[src/rtl/tcp_tx_arbiter.sv]
// TX scheduler for the single TCP/IP frame builder: control vs data arbitration.
// Define TCP_TX_ARB_ACK_PIGGYBACK_EN to let a DATA commit retire a pending ACK.
module tcp_tx_arbiter #(
  parameter int MAX_WAIT   = 16,
  parameter int TX_TIMEOUT = 1024
) (
  input  logic        aclk,
  input  logic        areset,
  input  logic        req_syn_ack,
  input  logic        req_fin_ack,
  input  logic        req_fin,
  input  logic        req_ack,
  input  logic        data_valid,
  input  logic [15:0] data_len,
  output logic        data_ready,
  input  logic        flush,
  output logic        tx_start,
  output logic [2:0]  tx_kind,
  output logic [15:0] tx_len,
  input  logic        tx_done,
  output logic        tx_abort,
  output logic [31:0] seq_link_add,
  output logic [31:0] seq_data_add,
  output logic        ip_id_link_new,
  output logic        ip_id_data_new,
  output logic        busy
);

  typedef enum logic [1:0] {
    S_IDLE,
    S_ISSUE,
    S_WAIT,
    S_COMMIT
  } state_t;

  localparam logic [2:0] K_NONE = 3'd0;
  localparam logic [2:0] K_SYN  = 3'd1;
  localparam logic [2:0] K_FACK = 3'd2;
  localparam logic [2:0] K_FIN  = 3'd3;
  localparam logic [2:0] K_ACK  = 3'd4;
  localparam logic [2:0] K_DATA = 3'd5;

  localparam int SW = $clog2(MAX_WAIT + 1);
  localparam int TW = (TX_TIMEOUT > 2) ? $clog2(TX_TIMEOUT) : 1;
  localparam logic [SW-1:0] STARVE_MAX = SW'(MAX_WAIT);
  localparam logic [TW-1:0] TMO_LAST = TW'(TX_TIMEOUT - 1);

`ifdef TCP_TX_ARB_ACK_PIGGYBACK_EN
  localparam bit PIGGY = 1'b1;
`else
  localparam bit PIGGY = 1'b0;
`endif

  state_t        state_q, state_n;
  logic [2:0]    kind_q, kind_n;
  logic [15:0]   len_q, len_n;
  logic [3:0]    pend_q, pend_n;
  logic [SW-1:0] starve_q, starve_n;
  logic [TW-1:0] tmo_q, tmo_n;
  logic          rereq_q, rereq_n;
  logic          abort_q, abort_n;

  logic          data_req;
  logic          starved;
  logic [2:0]    win;
  logic [3:0]    req_vec;
  logic          own_req;
  logic          commit;
  logic          keep_own;
  logic [3:0]    clr;

  // pending bit order: [0] SYN_ACK, [1] FIN_ACK, [2] FIN, [3] ACK
  assign req_vec  = {req_ack, req_fin, req_fin_ack, req_syn_ack};
  assign data_req = data_valid && (data_len != 16'd0);
  assign starved  = (starve_q == STARVE_MAX);
  assign commit   = (state_q == S_COMMIT) && !flush;
  assign keep_own = rereq_q;

  always_comb begin
    win = K_NONE;
    if (pend_q[0])
      win = K_SYN;
    else if (pend_q[1])
      win = K_FACK;
    else if (pend_q[2])
      win = K_FIN;
    else if (data_req && starved)
      win = K_DATA;
    else if (pend_q[3])
      win = K_ACK;
    else if (data_req)
      win = K_DATA;
  end

  always_comb begin
    own_req = 1'b0;
    unique case (kind_q)
      K_SYN:   own_req = req_syn_ack;
      K_FACK:  own_req = req_fin_ack;
      K_FIN:   own_req = req_fin;
      K_ACK:   own_req = req_ack;
      default: own_req = 1'b0;
    endcase
  end

  // a re-request of the in-flight kind keeps its pending bit alive
  always_comb begin
    clr    = '0;
    clr[0] = commit && !keep_own && (kind_q == K_SYN);
    clr[1] = commit && !keep_own && (kind_q == K_FACK);
    clr[2] = commit && !keep_own && (kind_q == K_FIN);
    clr[3] = (commit && !keep_own && (kind_q == K_ACK))
           || (commit && PIGGY && (kind_q == K_DATA));
    pend_n = flush ? 4'd0 : (req_vec | (pend_q & ~clr));
  end

  always_comb begin
    state_n  = state_q;
    kind_n   = kind_q;
    len_n    = len_q;
    starve_n = starve_q;
    tmo_n    = '0;
    rereq_n  = rereq_q | own_req;
    abort_n  = 1'b0;
    unique case (state_q)
      S_IDLE: begin
        rereq_n = 1'b0;
        if (win != K_NONE) begin
          state_n = S_ISSUE;
          kind_n  = win;
          len_n   = (win == K_DATA) ? data_len : 16'd0;
          if (win == K_DATA)
            starve_n = '0;
          else if (data_req && !starved)
            starve_n = starve_q + 1'b1;
        end
      end
      S_ISSUE: state_n = S_WAIT;
      S_WAIT: begin
        if (tx_done) begin
          state_n = S_COMMIT;
        end else if (tmo_q == TMO_LAST) begin
          state_n = S_IDLE;
          abort_n = 1'b1;
        end else begin
          tmo_n = tmo_q + 1'b1;
        end
      end
      S_COMMIT: state_n = S_IDLE;
      default:  state_n = S_IDLE;
    endcase
    if (state_q != S_IDLE && state_n == S_IDLE) begin
      kind_n = K_NONE;
      len_n  = '0;
    end
    if (flush) begin
      state_n  = S_IDLE;
      kind_n   = K_NONE;
      len_n    = '0;
      starve_n = '0;
      tmo_n    = '0;
      rereq_n  = 1'b0;
      abort_n  = (state_q == S_ISSUE) || (state_q == S_WAIT);
    end
  end

  always_ff @(posedge aclk) begin
    if (areset) begin
      state_q  <= S_IDLE;
      kind_q   <= K_NONE;
      len_q    <= '0;
      pend_q   <= '0;
      starve_q <= '0;
      tmo_q    <= '0;
      rereq_q  <= 1'b0;
      abort_q  <= 1'b0;
    end else begin
      state_q  <= state_n;
      kind_q   <= kind_n;
      len_q    <= len_n;
      pend_q   <= pend_n;
      starve_q <= starve_n;
      tmo_q    <= tmo_n;
      rereq_q  <= rereq_n;
      abort_q  <= abort_n;
    end
  end

  assign busy           = (state_q != S_IDLE);
  assign tx_start       = (state_q == S_ISSUE);
  assign tx_kind        = kind_q;
  assign tx_len         = len_q;
  assign tx_abort       = abort_q;
  assign data_ready     = commit && (kind_q == K_DATA);
  assign ip_id_data_new = commit && (kind_q == K_DATA);
  assign ip_id_link_new = commit && (kind_q != K_DATA) && (kind_q != K_NONE);
  assign seq_link_add   = (commit && (kind_q == K_SYN || kind_q == K_FIN))
                        ? 32'd1 : 32'd0;
  assign seq_data_add   = (commit && (kind_q == K_DATA))
                        ? {16'd0, len_q} : 32'd0;

endmodule

[config.mk]
export PLATFORM = sky130hd
export DESIGN_NAME = tcp_tx_arbiter
export DESIGN_NICKNAME = d
export VERILOG_FILES = /design/src/rtl/tcp_tx_arbiter.sv
export SDC_FILE = /design/constraint.sdc
export NUM_CORES = 1
export LEC_CHECK = 0
export ABC_CLOCK_PERIOD_IN_PS = 5300
export CAP_MARGIN = 20
export CELL_PAD_IN_SITES_DETAIL_PLACEMENT = 0
export CELL_PAD_IN_SITES_GLOBAL_PLACEMENT = 2
export CORE_ASPECT_RATIO = 1.1
export CORE_MARGIN = 3
export CORE_UTILIZATION = 25
export DETAILED_ROUTE_END_ITERATION = 12
export GPL_TIMING_DRIVEN = 1
export PLACE_DENSITY_LB_ADDON = 0.12
export SLEW_MARGIN = 20
export SYNTH_ARGS = -nofsm -noshare
export SYNTH_HDL_FRONTEND = slang
export SYNTH_SLANG_ARGS = --single-unit
[constraint.sdc]
create_clock -name aclk -period 5.3 [get_ports aclk]
set_clock_uncertainty 0.2 [all_clocks]
set_input_delay 1.06 -clock aclk [delete_from_list [all_inputs] [get_ports aclk]]
set_output_delay 1.06 -clock aclk [all_outputs]
set_load 0.02 [all_outputs]
==> flow_summary.json, run 1 <==
{
  "peakVddDrop_mv": 0.1376,
  "vias_per_cell": 4.507,
  "postCtsHoldBufs": 0,
  "yosys.cell_count.top_type": "buf_4",
  "synthTopCellsByArea": "dfxtp_1, buf_4, nand3_1, a21boi_1, and2_1",
  "clock_sinks": 42,
  "synth_cell_type_count": 52,
  "dr.pass1.iters": 4,
  "synth_top_area_share_pct": 32.65,
  "dp_hpwl_um": 4976,
  "wire_per_inst_um": 13.84,
  "num-fill-cells": 1055,
  "drt_iter0_drc": 68,
  "cts_htree_levels": 2,
  "critPathArrivalTime_ns": 3.01,
  "crit_fanout": 18,
  "synth_simple_gate_area_share_pct": 25.36,
  "utilization_pct": 33.00,
  "synth_top_family_by_area": "simple AND/OR/NAND/NOR gates",
  "place.gp.congestion": 0.7431,
  "synthCells": 306,
  "ys_top_cells_by_count": "buf_4, dfxtp_1, nand3_1",
  "drv_slew": 0,
  "setup_tns_ns": 0,
  "antenna_found_initial": 0,
  "rsz0062_at_grt": "false",
  "pwr-share-seq_pct": 42.3,
  "antenna_cells": 0,
  "coreArea_sq_mm": 0.009937,
  "cts_tree": "built",
  "dieArea_sq_mm": 0.01155,
  "cts_resized": 0,
  "start_util_pct": 25.91,
  "post-place-cells": 477,
  "dieWidth_um": 102.8,
  "worstSkewPairLatency_ns": 0.29,
  "yosys.area.top_type": "dfxtp_1",
  "required_ns": 4.04,
  "switching_share_pct": 27.19,
  "cts_buffer_depth": 2,
  "fin_nets": 396,
  "power_switching_uw": 212.1,
  "ys_seq_elements": 42,
  "internal-power_uw": 568.1,
  "fin_crit_ns": 4.270,
  "clock_power_share_pct": 40.6,
  "p_per_area_mw_per_mm2": 237.9,
  "routed_wl_um": 6714,
  "status": "completed",
  "synth-edff-count": 0,
  "die-height_um": 112.4,
  "ios": 114,
  "yosys_warnings": 0,
  "vias": 2186,
  "route.detailed.drc": 0,
  "port_buffers": 66,
  "overflow": 0,
  "clk_pin_slew_ns": 0.08,
  "slowest_stage": "clkdlybuf4s50_1",
  "drive_gt1_share_pct": 4.658,
  "numCtsBuffers": 5,
  "synth_flop_cell": "dfxtp_1",
  "design_area_sq_mm": 0.003279,
  "period_share_pct": 80.57,
  "synth-compound-area-share_pct": 16.91,
  "area.sequential_sq_um": 840.8,
  "cp_common_cell": "clkdlybuf4s50_1",
  "startpoint_type": "input pin",
  "synth_area_per_cell_sq_um": 8.415,
  "cts_setup_buffers": 0,
  "slew_headroom_pct": 36.96,
  "ant_nets": 0,
  "seq_area_frac_synth_pct": 32.65,
  "floorplan.rows": 38,
  "p_comb_share_pct": 17.1,
  "grt_pass1_vias": 1977,
  "syn_to_final_growth_pct": 27.36,
  "clockRootBuffer": "clkbuf_8",
  "max_slew.worst_pin.slew_ns": 0.9456,
  "hold_path.class": "reg -> reg",
  "synthAdderAreaFrac_pct": 3.401,
  "crit_chain": "clkdlybuf4s50_1, nand2b_1, nor4b_2, buf_4, and2_1, clkdlybuf4s50_1",
  "place_area_sq_mm": 0.003137,
  "multi_input_area_sq_mm": 0.001433,
  "setup_viol": 0,
  "p_leak_nw": 1.195,
  "grt_usage_pct": 11.28,
  "synth_mux_area_share_pct": 0.3887,
  "async_reset_ff_share_pct": 0,
  "drv_cap": 0,
  "holdWs_ns": 0.2603,
  "finalHoldViolCount": 0,
  "grt_max_degree": 24,
  "grt_pass1_wl_um": 10360,
  "synth-xor-area-share_pct": 2.721,
  "worstSetupPathType": "in -> out",
  "critPathCaptureType": "output port",
  "fin_cells": 485,
  "syn_area_sq_mm": 0.002575,
  "cpPeakStageDelay_ns": 0.59,
  "timing.fmax_mhz": 234.2
}
## per-stage QoR
stage	power [mW]	worst slack [ns]
finish	0.7802	1.030
global route	0.8193	0.8324
CTS	0.7982	1.002
detailed placement	0.4717	1.003
global placement	0.4719	1.025
floorplan	0.4521	1.720
## worst max-delay path: cells and delay by family
family	cells	cell delay, ns
buffers and inverters	3	1.29
and+or+nand+nor	3	0.65
## path summary, 6_finish.rpt
check | start | endpoint | slack [ns] | cells after the start
setup / recovery | flush | seq_data_add[9] | 1.03 | 6
hold / removal | tmo_q[0] | tmo_q[0] | 0.26 | 1
setup reg to reg | state_q[0] | starve_q[2] | 2.49 | 7
hold reg to reg | tmo_q[0] | tmo_q[0] | 0.26 | 1
## sequential cells by signal, indices dropped and copies added, names as in the netlist
register	cells
starve_q	5
tx_len	16
pend_q	4
tx_abort	1
tx_kind	3
keep_own	1
state_q	2
tmo_q	10
## metal layers
metal / track usage, % / routed length [um]
met4: 2.850 / 57
met1: 15.68 / 3181
met5: 0 / 0
met2: 17.66 / 3079
met3: 2.486 / 396
## logic make-up (layout without fill, tap and decap cells)
logic type,after synthesis,in the layout
AND/OR/NAND/NOR,116,116
adder cells (fa/ha/maj),7,7
XOR/XNOR,8,8
other,1,47
multiplexers,1,1
flip-flops,42,42
buffers and inverters,73,86
AO/OA/AOI/OAI,58,58
## final cells by class
class	count	area share, %
clock buffer	6	2.518
clock inverter	2	1.831
inverter	10	1.145
multi-input combinational	237	43.69
sequential	42	25.64
tap	120	4.578
timing repair buffer	68	20.60
## cells in the final DEF (no fill, tap or decap), drive strengths merged, types with 3 or more instances in the layout
master         instances
clkdlybuf4s50         66
conb                  47
dfxtp                 42
nand3                 38
nor2                  21
and2                  16
a21boi                16
inv                   10
a21oi                 10
xor2                   7
ha                     7
o21ai                  7
nand2                  6
clkbuf                 6
nand2b                 4
a31oi                  4
nor4                   4
or3                    3
and4                   3
nor3                   3
o31a                   3
o21a                   3
and3                   3
nor3b                  3
a32o                   3
or4                    3
## power groups by stage
stage | logic [mW] | clock network, mW | registers [mW]
floorplan | 0.113 | 0 | 0.339
global placement | 0.134 | 0 | 0.337
detailed placement | 0.134 | 0 | 0.337
CTS | 0.135 | 0.333 | 0.330
global route | 0.145 | 0.343 | 0.331
finish | 0.134 | 0.317 | 0.330
(Power assumes the default switching activity.)
==> inputs of run 2 (changes only) <==
Settings changed: ABC_CLOCK_PERIOD_IN_PS 5300 to 3750, CORE_UTILIZATION 25 to 21.
Clock period 5.3 ns to 3.75 ns, I/O delays scaled along.
==> run 2 against run 1 <==
Wire length is 0.43% higher. Critical path depth is the same. Critical endpoint is now seq_data_add[5]. Combinational power grew 44%. Clock power up 55%. Register-to-register slack got worse by 1.4 ns. Largest power group is now clock. Highest routed layer unchanged. Cell area increased by 3.4%. Clock-buffer cell count rose by 1. Utilization fell by 4.1 points. Die area is 18% higher.
==> flow_summary.json, run 2 (synthesis results as in run 1) <==
{
  "final_common_cell": "clkdlybuf4s50_1",
  "vias_per_cell": 4.217,
  "hold_path.class": "reg -> reg",
  "dr.pass1.iters": 4,
  "drv_slew": 0,
  "drt_iter0_drc": 67,
  "antenna_found_initial": 0,
  "period_share_pct": 93.78,
  "rsz0062_at_grt": "false",
  "p_per_area_mw_per_mm2": 339.1,
  "clock_sinks": 42,
  "critPathCaptureType": "output port",
  "switching_share_pct": 27.06,
  "grt_pass1_vias": 2072,
  "startpoint_type": "input pin",
  "p_leak_nw": 1.231,
  "die-height_um": 122.1,
  "cpPeakStageDelay_ns": 0.59,
  "ios": 114,
  "floorplan.rows": 41,
  "power_switching_uw": 311.1,
  "cts_tree": "built",
  "wire_per_inst_um": 12.94,
  "pre_cts_ws_ns": 0.1911,
  "place.gp.congestion": 0.6600,
  "final_cell_mix": "clkdlybuf4s50_1, conb_1, dfxtp_1, nand3_1, nor2_1",
  "numCtsBuffers": 5,
  "crit_fanout": 18,
  "fin_crit_ns": 3.517,
  "clk_pin_slew_ns": 0.06,
  "overflow": 0,
  "drv_cap": 0,
  "peakVddDrop_mv": 0.1652,
  "syn_to_final_growth_pct": 31.63,
  "postCtsHoldBufs": 0,
  "grt_usage_pct": 9.798,
  "required_ns": 2.80,
  "cts_htree_levels": 2,
  "timing.fmax_mhz": 284.4,
  "cts_setup_buffers": 0,
  "start_util_pct": 21.92,
  "port_buffers": 66,
  "cts_resized": 0,
  "crit_chain": "clkdlybuf4s50_1, nand2b_1, nor4b_2, buf_4, and2_1, clkdlybuf4s50_1",
  "status": "completed",
  "cp_common_cell": "clkdlybuf4s50_1",
  "p_comb_share_pct": 16.8,
  "dieArea_sq_mm": 0.01363,
  "route.detailed.drc": 0,
  "slowest_stage": "clkdlybuf4s50_1",
  "clock_power_share_pct": 42.6,
  "grt_max_degree": 21,
  "antenna_cells": 0,
  "postLayoutSetupSlackWorst_ns": 0.2334,
  "finalHoldViolCount": 0,
  "fin_nets": 402,
  "largest_reg_flops": 16,
  "coreArea_sq_mm": 0.01175,
  "worstSetupPathType": "in -> out",
  "dieWidth_um": 111.6,
  "dp_hpwl_um": 5239,
  "drive_gt1_share_pct": 5.930,
  "critPathArrivalTime_ns": 2.57,
  "grt_pass1_wl_um": 10810,
  "cts_buffer_depth": 2,
  "worstSkewPairLatency_ns": 0.28,
  "setup_tns_ns": 0,
  "slew_headroom_pct": 36.47,
  "num-fill-cells": 1287,
  "clockRootBuffer": "clkbuf_16",
  "vias": 2197,
  "ant_nets": 0,
  "max_slew.worst_pin.slew_ns": 0.9530,
  "pwr-share-seq_pct": 40.6,
  "setup_viol": 0,
  "routed_wl_um": 6743,
  "internal-power_uw": 838.4
}
run 2: worst max-delay path: cells and delay by family:
kind	cells	cell delay, ns
buf+inv	3	1.24
simple gates	3	0.57
run 2: metrics by stage:
stage	area [sq um]	cells	hold WS, ns	util, %	power [mW]
2_1_floorplan	2748	352	0.2261	-	0.6389
3_3_place_gp	3227	513	0.2507	27.47	0.6732
3_5_place_dp	3227	513	0.2545	27.47	0.6710
4_1_cts	3390	521	0.2690	28.85	1.170
5_1_grt	3390	521	0.2839	28.85	1.210
6_report	3390	521	0.2658	28.85	1.150
run 2: worst paths after layout:
check / start / end / slack [ns] / cells after the start
hold reg to reg: tmo_q[0] / tmo_q[0] / 0.27 / 1
hold / removal: tmo_q[0] / tmo_q[0] / 0.27 / 1
setup reg to reg: state_q[0] / starve_q[3] / 1.11 / 6
setup / recovery: flush / seq_data_add[5] / 0.23 / 6
run 2: power groups by stage:
| stage | Combinational [mW] | Sequential, mW | Clock [mW] |
|---|---|---|---|
| finish | 0.193 | 0.467 | 0.490 |
| global route | 0.211 | 0.468 | 0.530 |
| CTS | 0.195 | 0.467 | 0.509 |
| detailed placement | 0.194 | 0.477 | 0 |
| global placement | 0.196 | 0.477 | 0 |
| floorplan | 0.160 | 0.479 | 0 |
run 2: metal layers:
layer	GRT usage (%)	part of all wire, %	vias to the layer above
met3	2.633	4.6	2
met5	0	0	-
met1	13.07	48	1013
li1	-	-	1113
met4	2.053	0.59	0
met2	15.99	47	69
run 2: final cells by class:
type                            count  area (sq um)  share of cell area, %
Clock inverter                      1         30.03                 0.8859
Sequential cell                    42         840.8                  24.81
Multi-Input combinational cell    237          1440                  42.49
Tap cell                          150         187.7                  5.537
Timing Repair Buffer               74         720.7                  21.26
Clock buffer                        7         132.6                  3.913
Inverter                           10         37.54                  1.107
==> inputs of run 3 (changes only) <==
Settings changed: ABC_AREA from default to 1, CORE_UTILIZATION 21 to 19.
==> run 3 against run 2 <==
Register-to-register slack better by 0.18 ns. Final cell count is 24% higher. Hold slack worse by 0.013 ns. Via count is 8.4% higher. Cell area is 1.9% higher. Non-clock buffer count is 4 lower. Sequential power hardly changed. Flip-flop and latch count stayed put. Critical endpoint is now seq_data_add[1]. Largest cell class unchanged.
==> flow_summary.json, run 3 <==
{
  "fin_crit_ns": 3.444,
  "postCtsHoldBufs": 0,
  "final_common_cell": "nand2_1",
  "rsz0062_at_grt": "false",
  "syn_area_sq_mm": 0.002620,
  "syn_to_final_growth_pct": 31.81,
  "numCtsBuffers": 5,
  "critPathCaptureType": "output port",
  "wire_per_inst_um": 11.04,
  "ys_seq_elements": 42,
  "antenna_found_initial": 0,
  "final_cell_mix": "nand2_1, nor2_1, clkdlybuf4s50_1, inv_1, conb_1",
  "fin_nets": 493,
  "coreArea_sq_mm": 0.01332,
  "place.gp.congestion": 0.7105,
  "p_per_area_mw_per_mm2": 318.8,
  "max_slew.worst_pin.slew_ns": 0.6540,
  "cts_htree_levels": 2,
  "hold_path.class": "reg -> reg",
  "synth_area_per_cell_sq_um": 6.650,
  "status": "completed",
  "largest_reg_flops": 16,
  "start_util_pct": 19.67,
  "yosys.cell_count.top_type": "nand2_1",
  "synth_flop_cell": "dfxtp_1",
  "grt_usage_pct": 9.283,
  "synthTopCellsByArea": "dfxtp_1, buf_4, nand2_1, nor2_1, inv_1",
  "startpoint_type": "input pin",
  "drt_iter0_drc": 94,
  "floorplan.rows": 44,
  "dr.pass1.iters": 4,
  "route.detailed.drc": 0,
  "yosys_warnings": 0,
  "dieWidth_um": 118.0,
  "setup_tns_ns": 0,
  "drv_cap": 0,
  "port_buffers": 66,
  "grt_pass1_wl_um": 11300,
  "peakVddDrop_mv": 0.1594,
  "overflow": 0,
  "p_leak_nw": 1.421,
  "clockRootBuffer": "clkbuf_16",
  "postLayoutSetupSlackWorst_ns": 0.3055,
  "vias": 2382,
  "worstSetupPathType": "in -> out",
  "grt_max_degree": 22,
  "synth_top_area_share_pct": 32.09,
  "required_ns": 2.80,
  "cts_buffer_depth": 2,
  "dp_hpwl_um": 5398,
  "cts_tree": "built",
  "pre_cts_ws_ns": 0.2851,
  "cts_resized": 0,
  "ios": 114,
  "period_share_pct": 91.85,
  "routed_wl_um": 7135,
  "synth-edff-count": 0,
  "cts_setup_buffers": 0,
  "worstSkewPairLatency_ns": 0.28,
  "synthCells": 394,
  "drive_gt1_share_pct": 4.113,
  "synth_cell_type_count": 29,
  "yosys.area.top_type": "dfxtp_1",
  "ys_top_cells_by_count": "nand2_1, nor2_1, inv_1",
  "die-height_um": 129.2,
  "grt_pass1_vias": 2222,
  "setup_viol": 0,
  "critPathArrivalTime_ns": 2.49,
  "drv_slew": 0,
  "slew_headroom_pct": 56.26,
  "ant_nets": 0,
  "crit_fanout": 16,
  "async_reset_ff_share_pct": 0,
  "clk_pin_slew_ns": 0.06,
  "clock_sinks": 42,
  "dieArea_sq_mm": 0.01524,
  "vias_per_cell": 3.687,
  "antenna_cells": 0,
  "finalHoldViolCount": 0,
  "total_power_mw": 1.101,
  "seq_area_frac_synth_pct": 32.09,
  "timing.fmax_mhz": 290.3
}
[run 3: cell types whose count changed after synthesis, moves of 5 or more]
cell,previous run,this run
a21boi_1,16,0
a21oi_1,9,17
and2_1,16,0
buf_2,7,2
inv_1,10,64
nand2_1,6,73
nand3_1,38,29
nand4_1,2,7
nor2_1,21,66
[run 3: layout make-up]
class | instances | area (sq um)
Fill cell | 1512 | 9869
Multi-Input combinational cell | 277 | 1300
Sequential cell | 42 | 840.8
Timing Repair Buffer | 70 | 690.7
Inverter | 65 | 244.0
Tap cell | 184 | 230.2
Clock buffer | 7 | 142.6
Clock inverter | 1 | 5.005
[run 3: power by group]
group,switching (mW),total [mW],internal [mW]
Sequential,0.0106,0.466,0.455
Clock,0.178,0.443,0.264
Combinational,0.129,0.193,0.0637
[run 3: final timing paths]
check / cells after the start / to / from / slack, ns
min reg2reg: 1 / tmo_q[0] / tmo_q[0] / 0.25
min: 1 / tmo_q[0] / tmo_q[0] / 0.25
max reg2reg: 9 / tx_len[2] / state_q[0] / 1.29
max: 8 / seq_data_add[1] / flush / 0.31
[run 3: cell families after synthesis]
kind of cell             Yosys count  synth area share [%]
flip-flops                        42                 32.09
XOR/XNOR                           5                 1.672
adder cells (fa/ha/maj)            7                 3.343
AND/OR/NAND/NOR                  190                 31.76
buffers and inverters            121                 24.88
other                              1                0.1431
AO/OA/AOI/OAI                     28                 6.113
[run 3: critical path, stage by stage]
cell             delay, ns
clkdlybuf4s50_1       0.42
inv_1                 0.08
nand2_1               0.10
inv_1                 0.10
nand2_1               0.10
buf_4                 0.22
nor2_1                0.11
clkdlybuf4s50_1       0.61
[run 3: through the flow]
| stage | hold slack, ns | instance area (sq um) | utilization, % | instances |
|---|---|---|---|---|
| final | 0.2524 | 3453 | 25.92 | 646 |
| after global routing | 0.2935 | 3453 | 25.92 | 646 |
| after CTS | 0.2540 | 3453 | 25.92 | 646 |
| after detailed placement | 0.2362 | 3306 | 24.81 | 638 |
| after global placement | 0.2315 | 3306 | 24.81 | 638 |
| after floorplan | 0.2175 | 2793 | - | 440 |
[run 3: metal layers]
layer	part of all wire, %	vias to the layer above	global-route usage (%)
met5	0	-	0
met4	0.80	0	2.690
met3	4.5	2	1.833
met2	50	73	16.91
met1	45	1057	11.16
li1	-	1250	-
==> edit (flow settings as in run 1) <==
Reset style: asynchronous (`areset`), changed in one clocked block.
--- a/src/rtl/tcp_tx_arbiter.sv
+++ b/src/rtl/tcp_tx_arbiter.sv
@@ -166,3 +166,3 @@
 
-  always_ff @(posedge aclk) begin
+  always_ff @(posedge aclk or posedge areset) begin
     if (areset) begin
Behaviour: differs if areset is asserted again (counterexample within 4 cycles, from zero or initial values and one cycle with areset high); with areset held inactive, the same outputs for 10 cycles.
==> edit against run 1 <==
  * Die area increased by 3.0%
  * Synthesized area rose by 3.2%
  * Synthesized cell count shrank 8.8%
  * Critical path depth stayed put
  * Design area is 2.5% higher
  * Wire length increased by 0.36%
  * Power decreased by 9.1%
  * Maximum frequency rose by 5.7%
  * Worst setup slack improved by 230 ps
  * Hold slack better by 81 ps
  * Clock power is 29% lower
  * Count of clock-buffer cells in the layout unchanged
  * Highest routed layer unchanged
  * Sequential cell count did not move
==> edit: results (changes against run 1) <==
Yosys
  • Post-Syn Instances: 279 (-8.8%)
  • Async set-reset flop share out of synthesis: 100% (+100 points)
  • Sequential fraction of the synthesis area: 39.5% (+6.9 points)
  • Synth area leaders: dfrtp_1, buf_4, a32o_1
  • Commonest cells post-synth: buf_4, dfrtp_1, nor2_1
  • Post-synth cell types: 44 (-15%)
  • Synth warn: 0 (unchanged)

Finish
  • Share of cells above drive strength 1: 4.94% (+0.28 points)
  • Max reg flops: 16 (unchanged)
  • NumNets Final: 375 (-5.3%)
  • Diodes inserted: 0 (unchanged)

Hold path
  • Hold Path Class: reg2reg
  • HP Start: tmo_q[9]
  • Worst-case hold path end point: tmo_q[9]
  • Hold Path Cell Cnt: 2 (+1)

CTS
  • Post-CTS Setup Bufs: 0 (unchanged)
  • TritonCTS Buffers: 5 (unchanged)
  • Clock latency on the worst-skew pair: 300 ps
  • Clk slew on worst S/H paths: 80 ps (about the same)
  • H-tree lvl count: 2 (unchanged)
  • Post-cts sizing count: 0 (unchanged)
  • Clock buffer depth: 2 (unchanged)
  • Root Buffer: clkbuf_8

STA
  • Slew HR: 47.5% (+11 points)
  • Worst hold-check slack: 341 ps (+81.0 ps)

Route
  • Initial drt markers: 86 (+26%)
  • DR vias/cell: 4.38 (-2.9%)
  • DR pass1 iterations: 4 (unchanged)
  • Drt wl/cell: 13.9 um (+0.56%)

GRT
  • Initial antenna violation count: 0 (unchanged)
  • Largest net degree at the start of global routing: 43 (+79%)
  • Gr usage total: 10.8% (-0.43 points)
  • First-pass GRT wire length: 10500 um (+1.5%)

Placement
  • Post-DP HPWL: 5110 um (+2.6%)
  • GPL Wtd Cong: 0.691 (-7.1%)
  • Place WS: 1220 ps (+219 ps)
  • Cell area after placement: 3270 um2 (+4.1%)
  • I/O Buffers: 66 (unchanged)

Power
  • Lkg Pwr: 0.00140 uW (+17%)
  • Peak VDD IR: 0.0806 mV (-41%)

Critical path
  • Register-to-register setup slack: 2660 ps (+170 ps)
  • Reg2Reg Depth: 6 (-1)
  • Reg2reg start: state_q[0]
  • CP max FO: 18 (unchanged)
  • Reg2reg end: tx_len[13]
  • Critical path arrival: 2780 ps (-230 ps)

Status
  • Status: finished, final reports clean
## edit: cells by family (layout without fill, tap and decap cells)
family / after synthesis / in the layout / share of synthesized area [%]
multiplexers: 1 / 1 / 0.377
flip-flops: 42 / 42 / 39.5
AO/OA/AOI/OAI: 49 / 49 / 13.9
XOR/XNOR: 8 / 8 / 2.64
other: 1 / 47 / 0.141
adder cells (fa/ha/maj): 7 / 7 / 3.30
buffers and inverters: 69 / 88 / 17.8
AND/OR/NAND/NOR: 102 / 102 / 22.3
## edit: routing by layer
metal / GRT usage (%) / up-vias / part of all wire, %
met5: 0 / - / 0
met4: 3.99 / 0 / 1.2
met1: 13.3 / 1005 / 45
met3: 2.48 / 6 / 5.8
met2: 18.6 / 72 / 48
li1: - / 1035 / -
## edit: power by group
group | leakage, uW | switching [uW] | total (uW) | internal [uW]
registers | 0.000575 | 13.1 | 342 | 329
logic | 0.000779 | 92.0 | 141 | 48.7
clock network | 0.0000472 | 121 | 226 | 105
## edit: stage by stage
stage / instances / utilization, %
after global routing: 484 / 33.2
after detailed placement: 476 / 32.3
final: 484 / 33.2
after CTS: 484 / 33.2
after floorplan: 325 / -
after global placement: 476 / 32.3
## edit: cell type report
| cell class | instances | area [um2] |
|---|---|---|
| fillers | 1090 | 6770 |
| multi-input cells | 214 | 1310 |
| flip-flops and latches | 42 | 1050 |
| repair buffers | 70 | 691 |
| well taps | 140 | 175 |
| clock buffers | 6 | 82.6 |
| inverters | 10 | 37.5 |
| clock inverters | 2 | 12.5 |
## edit: how the worst max path moves through the flow
stage               startpoint               end  slack, ps  depth (start not counted)
finish                   flush   seq_data_add[8]       1260                          6
global route             flush   seq_data_add[8]       1090                          6
CTS                      flush   seq_data_add[1]       1220                          6
detailed placement       flush   seq_data_add[1]       1220                          6
global placement         flush   seq_data_add[4]       1200                          6
floorplan                flush  seq_data_add[10]       1740                          5
## edit: worst max-delay path: stages
cell and delay [ps]:
clkdlybuf4s50_1 430, nand2b_1 220, nor2_1 140, buf_4 190, and2_1 130, clkdlybuf4s50_1 600
